==> src/rtl/rw_stage.sv <==
`default_nettype none
// ============================================================================
// Module      : rw_stage
// Description : RISC-32 register-writeback stage. It holds the MA/RW pipeline
//               latch, selects the writeback value, owns the 16 x 32 register
//               file with two combinational read ports, and counts retired
//               instructions.
//               Optional feature: define RW_BYPASS_EN to forward the in-flight
//               writeback onto the read ports.
// Revision    : 1.0 - initial release
// ============================================================================
module rw_stage #(
    parameter int unsigned RESET_PC_INC = 4,
    parameter int unsigned NREGS        = 16
) (
    input  logic        clk,
    input  logic        reset,
    input  logic        stall,
    input  logic        flush,
    input  logic        in_valid,
    input  logic [31:0] in_pc,
    input  logic [31:0] in_alu_result,
    input  logic [31:0] in_ld_result,
    input  logic [3:0]  in_rd,
    input  logic        in_is_ld,
    input  logic        in_is_call,
    input  logic        in_is_wb,
    input  logic [3:0]  rd_addr1,
    input  logic [3:0]  rd_addr2,
    output logic [31:0] rd_data1,
    output logic [31:0] rd_data2,
    output logic        wb_valid,
    output logic [3:0]  wb_rd,
    output logic [31:0] wb_data,
    output logic [31:0] retired_count
);

    localparam logic [3:0]  c_RA_ADDR = 4'(NREGS - 1);
    localparam logic [31:0] c_PC_INC  = 32'(RESET_PC_INC);

    // Pipeline latch
    logic        r_valid;
    logic        r_committed;
    logic [31:0] r_pc;
    logic [31:0] r_aluResult;
    logic [31:0] r_ldResult;
    logic [3:0]  r_rd;
    logic        r_isLd;
    logic        r_isCall;
    logic        r_isWb;

    logic [31:0] r_regs [NREGS];
    logic [31:0] r_retiredCount;

    logic        w_wbValid;
    logic [3:0]  w_wbRd;
    logic [31:0] w_wbData;
    logic        w_capture;
    logic        w_firstCycle;

    assign w_capture    = !flush && !stall;
    // An instruction retires once, in the first cycle it sits in the latch.
    assign w_firstCycle = r_valid && !r_committed;

    always_comb begin
        w_wbData = r_aluResult;
        if (r_isCall) begin
            w_wbData = r_pc + c_PC_INC;
        end else if (r_isLd) begin
            w_wbData = r_ldResult;
        end
    end

    assign w_wbRd    = r_isCall ? c_RA_ADDR : r_rd;
    assign w_wbValid = w_firstCycle && (r_isWb || r_isCall);

    // Control half of the latch plus architectural state.
    always_ff @(posedge clk) begin
        if (reset) begin
            r_valid        <= 1'b0;
            r_committed    <= 1'b0;
            r_retiredCount <= '0;
            for (int i = 0; i < int'(NREGS); i++) begin
                r_regs[i] <= '0;
            end
        end else begin
            if (w_wbValid) begin
                r_regs[w_wbRd] <= w_wbData;
            end
            if (w_firstCycle) begin
                r_retiredCount <= r_retiredCount + 32'd1;
            end
            if (flush) begin
                r_valid     <= 1'b0;
                r_committed <= 1'b0;
            end else if (stall) begin
                if (r_valid) begin
                    r_committed <= 1'b1;
                end
            end else begin
                r_valid     <= in_valid;
                r_committed <= 1'b0;
            end
        end
    end

    // Data half of the latch; contents are don't-care while valid is low.
    always_ff @(posedge clk) begin
        if (!reset && w_capture) begin
            r_pc        <= in_pc;
            r_aluResult <= in_alu_result;
            r_ldResult  <= in_ld_result;
            r_rd        <= in_rd;
            r_isLd      <= in_is_ld;
            r_isCall    <= in_is_call;
            r_isWb      <= in_is_wb;
        end
    end

`ifdef RW_BYPASS_EN
    assign rd_data1 = (w_wbValid && (rd_addr1 == w_wbRd)) ? w_wbData : r_regs[rd_addr1];
    assign rd_data2 = (w_wbValid && (rd_addr2 == w_wbRd)) ? w_wbData : r_regs[rd_addr2];
`else
    assign rd_data1 = r_regs[rd_addr1];
    assign rd_data2 = r_regs[rd_addr2];
`endif

    assign wb_valid      = w_wbValid;
    assign wb_rd         = w_wbRd;
    assign wb_data       = w_wbData;
    assign retired_count = r_retiredCount;

endmodule
`default_nettype wire

==> config.mk <==
export PLATFORM = sky130hd
export DESIGN_NAME = rw_stage
export DESIGN_NICKNAME = d
export VERILOG_FILES = /design/src/rtl/rw_stage.sv
export SDC_FILE = /design/constraint.sdc
export NUM_CORES = 1
export LEC_CHECK = 0
export BUFFER_PORTS_ARGS = -buffer_cell sky130_fd_sc_hd__clkbuf_2
export CORE_MARGIN = 2
export CORE_UTILIZATION = 57
export CTS_BUF_LIST = sky130_fd_sc_hd__clkbuf_16
export DETAILED_ROUTE_END_ITERATION = 10
export GPL_ROUTABILITY_DRIVEN = 0
export PLACE_DENSITY_LB_ADDON = 0.05
export SLEW_MARGIN = 40
export SYNTH_ARGS = -nofsm -noshare
export SYNTH_HDL_FRONTEND = slang
export SYNTH_SLANG_ARGS = --single-unit
export TNS_END_PERCENT = 10
==> constraint.sdc <==
create_clock -name clk -period 9.8 [get_ports clk]
set_input_delay 0.98 -clock clk [delete_from_list [all_inputs] [get_ports clk]]
set_output_delay 0.98 -clock clk [all_outputs]
set_load 0.05 [all_outputs]
==> reports/qor.yml <==
critical_path:
  regToRegSetupSlack_ps: 6300
  cp.arrival_ps: 3700
  critical_path_class: "primary input to output port"
  end_kind: "output port"
  critPathRequiredTime_ps: 8820
  cp-start-kind: "primary input"
  critPathMaxFanout: 50
clocking:
  cts_buffer_depth: 3
  clock-sinks: 649
  clock_latency_ps: 610
  cts_buffers: 70
  cts.clk_slew.worst_paths_ps: 60
  cts_tree: "yes"
  postCtsHoldBufs: 0
  htree_levels: 3
  cts_root_buf: "clkbuf_16"
  post-cts-setup-buffers: 0
  cts_resized: 0
logic_synthesis:
  yosys-mux-area-fraction_pct: 23.4
  synth_seq_cells: 649
  ys_top_cells_by_area: "edfxtp_1, mux4_2, nor2_1, dfxtp_1, clkbuf_1"
  synth_top_family_by_area: "multiplexers"
  syn_area_um2: 31600
  synth-edff-count: 615
  yosysSeqAreaShare_pct: 60.7
  yosys_most_used_dff: "edfxtp_1"
  ys_warn_count: 0
  yosysMostFrequentCell: "edfxtp_1"
  synth-async-reset-ratio_pct: 0
  synthXorXnorAreaFrac_pct: 1.25
  synth_commonest_cells: "edfxtp_1, nor2_1, mux4_2"
  syn_nets: 2186
  synth-simple-area-share_pct: 10.4
  synthCells: 2068
  synth.distinct_cells: 51
  synthAdderAreaFrac_pct: 0.0793
  yosysTopAreaCell: "edfxtp_1"
  synth-compound-area-share_pct: 1.57
  syn_avg_cell_area_um2: 15.3
  synth_top_area_share_pct: 58.5
timing:
  fmax_mhz: 214
  min_period_ps: 4680
  worstMarginPinSlew_ps: 856
  slew_viol_final: 0
  finalClockSkew_ps: 17.5
  min_period_over_period_pct: 47.7
  setup_violations: 0
  relSlewSlack_pct: 42.5
  rsz0062_at_grt: "no"
  fin_setup_tns_ps: 0
  hold_violations: 0
layout:
  syn2layout_area_growth_pct: 14.1
  drive_above_1_share_pct: 34.0
  finish.instance_area_um2: 36000
  nNetsFinal: 2392
  fillerInstances: 3926
floorplanning:
  core_um2: 54900
  io_pins: 249
  die_w_um: 239
  die_h_um: 239
  die_area_um2: 57300
  rows: 86
  initial_core_util_pct: 57.5
place:
  dp_hpwl_um: 53000
  postPlaceCellArea_um2: 33800
  port_buffers: 248
detailed_routing:
  top_layer: "met5"
  drc: 0
  route.met2.wl_um: 44600
  firstDrtPassIters: 6
  wirelength_met1_um: 35200
  met3_length_um: 12200
  wl_per_cell_um: 31.3
  vias_per_cell: 6.83
  vias: 20686
  routed_wl_um: 94900
  antenna_left: 0
  first_iter_violations: 2373
global_routing:
  antenna_found_initial: 2
  grt_max_degree: 70
  grt-ovfl-total: 0
  grt_pass1_vias: 20677
  grt_use_total_pct: 33.9
  grt_pass1_wl_um: 138000
hold_path:
  worstHoldPathType: "flop to flop"
power:
  power_density_nw_per_um2: 182
  p_leak_nw: 13.2
  peakVddDrop_uv: 123
outcome:
  status: "finished, final reports clean"
flow_run:
  max-cap-violations: 0
## worst max-delay path, stage by stage
cell      delay [ps]
clkbuf_8         520
buf_4            720
mux4_2           600
mux4_2           550
clkbuf_2         270
## routing by layer
metal	global-route usage, %	vias up
met5	0	-
met4	10.5	2
met3	8.25	209
met2	53.2	1477
met1	47.5	10534
li1	-	8464
## cells in the final DEF (no fill, tap or decap), drive strengths merged, types with 22 or more instances in the layout
master,instances
a211oi,26
clkinv,27
clkbuf,319
nor3,101
buf,70
nand4,22
nor2,465
mux4,320
inv,42
dfxtp,34
nand3,32
nand2,55
a21oi,26
xor2,31
edfxtp,615
## area by class of cell
class / count / area, um^2 / share of cell area (%)
multi-input combinational: 1207 / 11900 / 32.9
clock inverter: 48 / 383 / 1.06
sequential: 649 / 19100 / 53.2
antenna: 1 / 2.50 / 0.00695
clock buffer: 73 / 1830 / 5.07
timing repair buffer: 316 / 1810 / 5.03
inverter: 30 / 113 / 0.313
tap: 704 / 881 / 2.45
## per-stage QoR
| step | power, mW | utilization [%] | std cells | hold WS [ps] | setup WS [ps] |
|---|---|---|---|---|---|
| 2_1_floorplan | 3.74 | - | 2068 | 486 | 873 |
| 3_3_place_gp | 3.98 | 61.3 | 2903 | 486 | 4660 |
| 4_1_cts | 6.57 | 65.6 | 3027 | 502 | 5060 |
| 3_5_place_dp | 4.00 | 61.6 | 2906 | 493 | 5070 |
| 6_report | 6.55 | 65.6 | 3028 | 496 | 5120 |
| 5_1_grt | 6.71 | 65.6 | 3027 | 545 | 4930 |
## cell families after synthesis
kind of cell,count (synthesis)
AOI/OAI and AO/OA,74
xor gates and xnor gates,45
adders and majority gates,2
buffers and inverters,212
DFF,649
muxes,338
and+or+nand+nor,748
## power by group
group	internal [mW]	leakage (nW)	switching (mW)
clock network	1.52	1.13	1.08
logic	0.265	5.51	0.509
registers	3.12	6.56	0.0523
total	4.91	13.2	1.64
## state kept, by name, indices dropped and copies added (netlist names)
signal         flops
r_ldResult        32
r_valid            1
r_regs           512
r_isWb             1
r_aluResult       32
r_isCall           1
r_isLd             1
r_committed        1
retired_count     32
r_rd               4
r_pc              32
## worst paths after layout
kind | from | end | cells past startpoint
min reg2reg | retired_count[1] | retired_count[1] | 2
max reg2reg | r_isCall | r_regs[4][7] | 5
min | retired_count[1] | retired_count[1] | 2
max | rd_addr1[0] | rd_data1[20] | 5
(Power assumes the default switching activity.)
